$ cat config.mk
export PLATFORM = sky130hd
export DESIGN_NAME = multicycle_sequencer
export DESIGN_NICKNAME = d
export VERILOG_FILES = /design/src/rtl/coretech_pkg.sv /design/src/rtl/mem_wait_timer.sv /design/src/rtl/multicycle_sequencer.sv
export SDC_FILE = /design/constraint.sdc
export NUM_CORES = 1
export LEC_CHECK = 0
export ABC_AREA = 1
export CAP_MARGIN = 20
export CORE_MARGIN = 5
export CORE_UTILIZATION = 50
export CTS_CLUSTER_SIZE = 16
export DETAILED_ROUTE_END_ITERATION = 10
export HOLD_SLACK_MARGIN = 0.06
export PLACE_DENSITY_LB_ADDON = 0.05
export REMOVE_ABC_BUFFERS = 1
export SETUP_SLACK_MARGIN = 0.4
export SYNTH_ARGS = -nofsm -noshare
export SYNTH_HDL_FRONTEND = slang
export SYNTH_HIERARCHICAL = 1
export SYNTH_SLANG_ARGS = --single-unit
$ cat constraint.sdc
create_clock -name clk -period 2.2 [get_ports clk]
set_clock_uncertainty 0.2 [all_clocks]
set_input_delay 0.55 -clock clk [delete_from_list [all_inputs] [get_ports clk]]
set_output_delay 0.55 -clock clk [all_outputs]
set_load 0.1 [all_outputs]
$ cat src/rtl/coretech_pkg.sv
// Shared CoreTech definitions: sequencer state encoding, opcode values and ALU operation codes.
package coretech_pkg;

   typedef enum logic [2:0] {
      S_IDLE      = 3'd0,
      S_FETCH     = 3'd1,
      S_DECODE    = 3'd2,
      S_EXECUTE   = 3'd3,
      S_MEM       = 3'd4,
      S_WRITEBACK = 3'd5,
      S_HALTED    = 3'd6,
      S_FAULT     = 3'd7
   } seq_state_t;

   localparam logic [7:0] OP_MOV_IMM = 8'h00;
   localparam logic [7:0] OP_MOV_REG = 8'h01;
   localparam logic [7:0] OP_LOAD    = 8'h02;
   localparam logic [7:0] OP_STORE   = 8'h03;
   localparam logic [7:0] OP_JMP     = 8'h05;
   localparam logic [7:0] OP_ADD     = 8'h09;
   localparam logic [7:0] OP_SUB     = 8'h0A;
   localparam logic [7:0] OP_AND     = 8'h0B;
   localparam logic [7:0] OP_OR      = 8'h0C;
   localparam logic [7:0] OP_HALT    = 8'hFF;

   typedef enum logic [2:0] {
      ALU_ADD    = 3'd0,
      ALU_SUB    = 3'd1,
      ALU_AND    = 3'd2,
      ALU_OR     = 3'd3,
      ALU_PASS_A = 3'd4,
      ALU_PASS_B = 3'd5
   } alu_op_t;

endpackage

$ cat src/rtl/mem_wait_timer.sv
// Counts memory wait cycles; expired flags that TIMEOUT waits have elapsed (never when TIMEOUT is 0).
module mem_wait_timer #(
   parameter int unsigned TIMEOUT = 255,
   parameter int unsigned TMR_W   = 8
) (
   input  logic clk,
   input  logic rst,
   input  logic clear,
   input  logic count_en,
   output logic expired
);

   logic [TMR_W-1:0] count;

   assign expired = (TIMEOUT != 0) && (count == TMR_W'(TIMEOUT));

   always_ff @(posedge clk) begin
      if (rst || clear) begin
         count <= '0;
      end else if (count_en && !expired) begin
         count <= count + 1'b1;
      end
   end

endmodule

$ cat src/rtl/multicycle_sequencer.sv
// Multi-cycle control sequencer: walks fetch/decode/execute/mem/writeback and gates decoder
// controls into single-cycle write strobes, with halt, memory-timeout fault and retire count.
module multicycle_sequencer
   import coretech_pkg::*;
#(
   parameter int unsigned CNT_W   = 16,
   parameter int unsigned TIMEOUT = 255,
   parameter int unsigned TMR_W   = 8
) (
   input  logic             clk,
   input  logic             rst,
   input  logic             run,
   input  logic             imem_ready,
   input  logic             dmem_ready,
   input  logic             jump,
   input  logic             mem_read,
   input  logic             mem_write,
   input  logic             reg_write,
   input  logic             halt,
   output logic             imem_req,
   output logic             ir_we,
   output logic             alu_we,
   output logic             dmem_re,
   output logic             dmem_we,
   output logic             rf_we,
   output logic             pc_we,
   output logic             pc_sel,
   output logic             halted,
   output logic             fault,
   output logic [2:0]       state,
   output logic [CNT_W-1:0] retired_count
);

   seq_state_t state_q;
   logic       jump_q, mem_read_q, mem_write_q, reg_write_q;
   logic       halted_q, fault_q;
   logic       tmr_clear, tmr_count_en, tmr_expired;

   // Holding the counter clear outside FETCH/MEM guarantees it starts at zero on every entry.
   assign tmr_clear    = !(state_q == S_FETCH || state_q == S_MEM);
   assign tmr_count_en = (state_q == S_FETCH && !imem_ready) ||
                         (state_q == S_MEM   && !dmem_ready);

   mem_wait_timer #(
      .TIMEOUT(TIMEOUT),
      .TMR_W  (TMR_W)
   ) u_timer (
      .clk     (clk),
      .rst     (rst),
      .clear   (tmr_clear),
      .count_en(tmr_count_en),
      .expired (tmr_expired)
   );

   always_ff @(posedge clk) begin
      if (rst) begin
         state_q       <= S_IDLE;
         jump_q        <= 1'b0;
         mem_read_q    <= 1'b0;
         mem_write_q   <= 1'b0;
         reg_write_q   <= 1'b0;
         halted_q      <= 1'b0;
         fault_q       <= 1'b0;
         retired_count <= '0;
      end else begin
         case (state_q)
            S_IDLE: begin
               if (run) state_q <= S_FETCH;
            end
            S_FETCH: begin
               if (imem_ready) begin
                  state_q <= S_DECODE;
               end else if (tmr_expired) begin
                  state_q <= S_FAULT;
                  fault_q <= 1'b1;
               end
            end
            S_DECODE: begin
               jump_q      <= jump;
               mem_read_q  <= mem_read;
               mem_write_q <= mem_write;
               reg_write_q <= reg_write;
               if (halt) begin
                  state_q  <= S_HALTED;
                  halted_q <= 1'b1;
               end else begin
                  state_q <= S_EXECUTE;
               end
            end
            S_EXECUTE: begin
               state_q <= (mem_read_q || mem_write_q) ? S_MEM : S_WRITEBACK;
            end
            S_MEM: begin
               if (dmem_ready) begin
                  state_q <= S_WRITEBACK;
               end else if (tmr_expired) begin
                  state_q <= S_FAULT;
                  fault_q <= 1'b1;
               end
            end
            S_WRITEBACK: begin
               if (retired_count != '1) retired_count <= retired_count + 1'b1;
               state_q <= run ? S_FETCH : S_IDLE;
            end
            S_HALTED, S_FAULT: begin
               state_q <= state_q;
            end
            default: begin
               state_q <= S_IDLE;
            end
         endcase
      end
   end

   always_comb begin
      imem_req = 1'b0;
      ir_we    = 1'b0;
      alu_we   = 1'b0;
      dmem_re  = 1'b0;
      dmem_we  = 1'b0;
      rf_we    = 1'b0;
      pc_we    = 1'b0;
      pc_sel   = 1'b0;
      case (state_q)
         S_FETCH: begin
            imem_req = 1'b1;
            ir_we    = imem_ready;
         end
         S_EXECUTE: begin
            alu_we = 1'b1;
         end
         S_MEM: begin
            dmem_we = mem_write_q;
            dmem_re = mem_read_q && !mem_write_q;
         end
         S_WRITEBACK: begin
            rf_we  = reg_write_q;
            pc_we  = 1'b1;
            pc_sel = jump_q;
         end
         default: begin
            imem_req = 1'b0;
         end
      endcase
   end

   assign halted = halted_q;
   assign fault  = fault_q;
   assign state  = state_q;

endmodule
==> results.tsv, run 1 <==
stage	metric	value	unit
outcome	outcome	finished clean	
synthesis	avgSynthCellArea	6.37	um2
floorplanning	fp-row-count	22	
timing	setup_viol	0	
floorplanning	die_w	70.8	um
finish	final_nets	378	
clocking	path_clk_slew	0.07	ns
synthesis	synthCells	290	
critical_path	crit_path_end_kind	output pin	
clocking	cts_tree	done	
place	gp_congestion	0.877	
floorplanning	io_pins	39	
global_routing	grt_usage	0.220	
clocking	cts_buffers	5	
clocking	root_buffer	clkbuf_8	
drt	detail_route.vias_per_cell	5.53	
drt	vias	2297	
finish	fillerInstances	198	
timing	tightest_slew	0.379	ns
min_path	hold_path.class	reg2reg	
floorplanning	dieArea	5010	um2
timing	max-slew-margin-rel	0.747	
drt	routed_wirelength	6550	um
place	dp_hpwl	3350	um
synthesis	seq_area_frac_synth	0.357	
place	dp_slack	-0.0768	ns
global_routing	grt_pass1_vias	1998	
clocking	clock_insertion_delay_worst_skew	0.29	ns
drt	first_pass_iters	5	
timing	hold_viol_final	0	
critical_path	reg2regPathDepth	13	
synthesis	synth_area	1850	um2
place	placed_area	2600	um2
clocking	clkSinkCount	33	
floorplanning	start_util	0.509	
timing	finalCritPeriodShare	0.929	
global_routing	grt_pass1_wl	9070	um
critical_path	crit_required	1.45	ns
critical_path	cp-start-kind	flip-flop	
critical_path	path_class	reg2out	
timing	timing.fmax	489	MHz
floorplanning	design.core.area	3630	um2
floorplanning	die_h	70.8	um
timing	final_max_slew_viol_count	0	
flow_run	maxCapViolCount	0	
pwr	p_leak	0.00128	uW
finish	n_antenna_cell	0	
global_routing	antenna_found_initial	0	
pwr	pwr_density_cell	643	nW/um2
timing	rsz0062_at_grt	true	
timing	fin_setup_tns	0	ns
clocking	ctsLongestPathBuffers	2	
synthesis	ys_ff_latch	33	
critical_path	worst-path-max-fanout	4	
pwr	finalPower	1980	uW
drt	wl_per_cell	15.8	um
pwr	ir_worst_vdd	596	uV
clocking	h-tree-depth	2	
critical_path	arrival	1.29	ns
finish	stdcell_count	415	
drt	drcViolationCount	0	
finish	stdcell_area	3080	um2
finish	syn2layout_area_growth	66.8	%
global_routing	grt_overflow	0	
drt	ant_nets	0	
drt	dr.first_iter.drc_count	168	
clocking	cts.hold.buffers_added	0	
place	dp_cells	378	
timing	fin_ws	0.157	ns
finish	drive_gt1_frac	0.311	
global_routing	grt_max_degree	17	
synthesis	synth.distinct_cells	24	
min_path	holdPathStages	2	
synthesis	yosysWarnings	6	
timing	layout_min_cycle_time	2.04	ns
place	port_buffers	38	
[kinds of logic (layout without fill, tap and decap cells)]
| family | after synthesis | count (layout) | synth area share |
|---|---|---|---|
| compound gates | 37 | 37 | 0.102 |
| xor+xnor | 7 | 7 | 0.0332 |
| fa+ha+maj | 2 | 2 | 0.0135 |
| buf+inv | 43 | 120 | 0.0989 |
| flops | 33 | 33 | 0.357 |
| simple gates | 168 | 168 | 0.395 |
[metrics by stage]
| step | util | hold slack [ns] |
|---|---|---|
| final | 0.848 | 0.322 |
| after global routing | 0.848 | 0.351 |
| after CTS | 0.802 | 0.319 |
| after global placement | 0.715 | 0.241 |
| after detailed placement | 0.715 | 0.254 |
| after floorplan | - | 0.230 |
[placed cells by master (no fill, tap or decap), types with 2 or more instances in the layout]
master and count:
inv_2 4, nor2_4 7, dfxtp_1 29, nor2_1 41, a21oi_1 25, xnor2_1 3
nand3_1 31, inv_4 2, nand2_4 2, nand4_1 5, xor2_1 4, dfxtp_4 2
nand2_1 62, nor3_1 3, buf_6 10, clkinv_2 2, nand2_2 8, inv_1 28
buf_4 28, dfxtp_2 2, o21ai_0 8, nor2_2 4, buf_12 29, clkbuf_8 5
clkdlybuf4s50_1 8
[Yosys cell counts]
library cell  number  area, um2
nor2_8             1       20.0
o21ai_0           10       50.1
ha_1               2       25.0
nand3b_1           1       7.51
nor2_4             1       11.3
nor2_1            50        188
xor2_1             4       35.0
clkbuf_1           2       7.51
dfxtp_1           33        661
nand3_1           32        160
o21a_1             1       7.51
nor2_2             1       6.26
nand2_1           70        263
nand2_2            2       12.5
xnor2_1            3       26.3
buf_6              2       22.5
a21oi_1           26        130
nand4_1            5       31.3
inv_2              1       3.75
buf_2              2       10.0
buf_4              1       7.51
inv_1             35        131
nand3b_2           1       11.3
nor3_1             4       20.0
[cell type report]
cell class,count,area [um2],area share
well taps,48,60.1,0.0195
clock buffers,6,72.6,0.0235
flip-flops and latches,33,671,0.218
multi-input cells,214,1130,0.366
repair buffers,76,992,0.322
clock inverters,2,10.0,0.00325
inverters,36,149,0.0483
[worst max-delay path, stage by stage, from the launching register on]
cell and delay, ns:
dfxtp_4 0.40, inv_6 0.05, nor2_2 0.12, inv_2 0.09, nor2_4 0.15, buf_12 0.19
[flip-flops by register name (all words and copies together) (netlist names)]
register,cells
fault,1
halted,1
jump_q,1
mem_read_q,1
mem_write_q,1
reg_write_q,1
retired_count,16
state,3
u_timer/count,8
[power by group]
part | leakage [uW] | internal (uW) | switching [uW]
registers | 0.000269 | 628 | 35.3
clock network | 0.0000450 | 219 | 234
logic | 0.000964 | 347 | 519
[what timing repair did]
| item | CTS | global route |
|---|---|---|
| setup buffers | 18 | 11 |
| cloned | 0 | 0 |
| endpoints found under the hold margin | 0 | 0 |
| pin swaps | 4 | 12 |
| gates resized for setup | 36 | 27 |
| setup endpoints to repair | 32 | 30 |
[final timing paths]
kind | startpoint | to | slack (ns)
setup / recovery | state[1]$_SDFFE_PP0P_ | alu_we | 0.16
hold / removal | jump_q$_SDFFE_PP0N_ | jump_q$_SDFFE_PP0N_ | 0.32
setup reg to reg | state[2]$_SDFFE_PP0P_ | state[1]$_SDFFE_PP0P_ | 0.29
hold reg to reg | jump_q$_SDFFE_PP0N_ | jump_q$_SDFFE_PP0N_ | 0.32
[routing by layer]
layer / share of wire / GRT usage / vias up
met5: 0 / 0 / -
met1: 0.38 / 0.256 / 1068
met4: 0.045 / 0.0647 / 0
li1: - / - / 1073
met2: 0.51 / 0.404 / 116
met3: 0.061 / 0.0469 / 40
No activity file was read; power rests on OpenSTA's default activity.
==> inputs of run 2 (changes only) <==
--- a/config.mk
+++ b/config.mk
@@ -13,7 +13,6 @@
 export DETAILED_ROUTE_END_ITERATION = 10
 export HOLD_SLACK_MARGIN = 0.06
 export PLACE_DENSITY_LB_ADDON = 0.05
-export REMOVE_ABC_BUFFERS = 1
 export SETUP_SLACK_MARGIN = 0.4
 export SYNTH_ARGS = -nofsm -noshare
 export SYNTH_HDL_FRONTEND = slang
==> results.tsv, run 2 (synthesis results as in run 1) <==
stage	metric	value	unit
critical_path	path_class	reg2out	
drt	dr.first_iter.drc_count	198	
global_routing	grt_pass1_wl	8450	um
drt	drcViolationCount	0	
critical_path	r2r_end	u_timer/count[5]$_SDFFE_PP0P_	
floorplanning	design.core.area	3630	um2
floorplanning	start_util	0.509	
finish	drive_gt1_frac	0.328	
clocking	cts_tree	done	
timing	finalCritPeriodShare	0.934	
floorplanning	fp-row-count	22	
timing	final_max_slew_viol_count	0	
timing	holdWs	0.310	ns
timing	tightest_slew	0.370	ns
pwr	pwr_density_cell	663	nW/um2
global_routing	grt_usage	0.208	
floorplanning	io_pins	39	
critical_path	worst-path-max-fanout	4	
critical_path	cp-start-kind	flip-flop	
critical_path	reg2regPathDepth	13	
timing	rsz0062_at_grt	true	
place	gp_congestion	0.860	
critical_path	timing.rr.start	state[1]$_SDFFE_PP0P_	
timing	hold_viol_final	0	
min_path	holdPathStages	2	
global_routing	grt_pass1_vias	2004	
drt	wl_per_cell	13.6	um
clocking	clock_insertion_delay_worst_skew	0.29	ns
pwr	p_switching	723	uW
synthesis	syn-num-nets	302	
min_path	min_to	jump_q$_SDFFE_PP0N_	
clocking	cts_buffers	5	
pwr	p_clk_frac	0.303	
global_routing	antenna_found_initial	0	
pwr	switching_share	0.363	
clocking	ctsLongestPathBuffers	2	
finish	final_cell_mix	64 x nand2_1, 42 x nor2_1, 30 x nand3_1, 29 x inv_1, 29 x buf_12	
finish	stdcell_count	399	
place	dp_cells	374	
clocking	path_clk_slew	0.07	ns
flow_run	maxCapViolCount	0	
timing	max-slew-margin-rel	0.752	
floorplanning	dieArea	5010	um2
finish	n_antenna_cell	0	
timing	layout_min_cycle_time	2.06	ns
timing	timing.fmax	487	MHz
pwr	p_leak	0.00121	uW
critical_path	rrSetupSlack	0.32	ns
drt	detail_route.vias_per_cell	5.24	
finish	final_common_cell	nand2_1	
finish	largest_register	retired_count	
drt	routed_wirelength	5440	um
critical_path	crit_required	1.45	ns
floorplanning	die_w	70.8	um
critical_path	arrival	1.31	ns
drt	first_pass_iters	5	
place	dp_hpwl	3290	um
clocking	root_buffer	clkbuf_8	
finish	final_nets	362	
pwr	internal_power	1270	uW
floorplanning	die_h	70.8	um
pwr	ir_worst_vdd	726	uV
drt	ant_nets	0	
outcome	outcome	finished clean	
pwr	seq_power_share	0.333	
global_routing	grt_max_degree	17	
clocking	h-tree-depth	2	
finish	largest_reg_flops	16	
timing	setup_viol	0	
clocking	clkSinkCount	33	
pwr	combPwrFrac	0.364	
min_path	min_from	jump_q$_SDFFE_PP0N_	
place	port_buffers	38	
finish	fillerInstances	222	
critical_path	crit_path_end_kind	output pin	
pwr	finalPower	1990	uW
global_routing	grt_overflow	0	
min_path	hold_path.class	reg2reg	
drt	vias	2091	
finish	syn2layout_area_growth	62.5	%
## run 2: cell count changes in the layout (fill, tap and decap cells not counted), sizes merged
cell / change
bufinv: +1
inv: -1
clkinv: -2
nor2: +1
clkbuf: +1
buf: -17
clkinvlp: +1
## run 2: worst max-delay path by stage
stage | start | endpoint | slack, ns | cells after the start
3_5_place_dp | imem_ready | u_timer/count[6]$_SDFFE_PP0P_ | 0.06 | 10
3_3_place_gp | imem_ready | ir_we | 0.09 | 4
6_report | state[1]$_SDFFE_PP0P_ | dmem_re | 0.14 | 4
5_1_grt | state[1]$_SDFFE_PP0P_ | dmem_re | 0.09 | 4
4_1_cts | state[0]$_SDFFE_PP0P_ | rf_we | 0.15 | 6
2_1_floorplan | state[2]$_SDFFE_PP0P_ | ir_we | -0.46 | 5
## run 2: layer usage
| metal | track usage | vias to the layer above | share of wire |
|---|---|---|---|
| met5 | 0 | - | 0 |
| li1 | - | 1045 | - |
| met1 | 0.223 | 957 | 0.39 |
| met2 | 0.372 | 73 | 0.52 |
| met3 | 0.0582 | 16 | 0.065 |
| met4 | 0.106 | 0 | 0.025 |
## run 2: area by class of cell
cell class              count  area [um2]  share of cell area
well taps                  48        60.1              0.0200
inverters                  36         150              0.0500
multi-input cells         215        1140               0.380
clock inverters             1        30.0              0.0100
flip-flops and latches     33         699               0.233
repair buffers             59         835               0.278
clock buffers               7        86.3              0.0288
## run 2: critical path, cell delays in order, from the launching register on
cell and delay, ns:
dfxtp_4 0.37, inv_4 0.08, nand3_2 0.17, nor3_4 0.19, buf_12 0.20
## run 2: timing repair
action                     4_1_cts  5_1_grt
pin swaps                        6        7
setup buffers                   11        5
hold buffers                     0        0
setup endpoints to repair       17       31
gates cloned                     0        1
resized for setup               13       17
## run 2: power groups by stage
stage / Clock, uW / Sequential (uW) / Combinational, uW
after floorplan: 0 / 764 / 309
after global placement: 0 / 679 / 576
after detailed placement: 0 / 678 / 586
after CTS: 615 / 659 / 687
after global routing: 648 / 665 / 769
final: 603 / 663 / 725
## run 2: per-stage QoR
stage / setup slack [ns] / area (um2) / TNS (ns) / util
6_report: 0.145 / 3000 / 0 / 0.826
3_3_place_gp: 0.0862 / 2680 / 0 / 0.736
4_1_cts: 0.145 / 2910 / 0 / 0.801
5_1_grt: 0.0938 / 3000 / 0 / 0.826
3_5_place_dp: 0.0635 / 2680 / 0 / 0.736
2_1_floorplan: -0.463 / 1950 / -2.18 / -
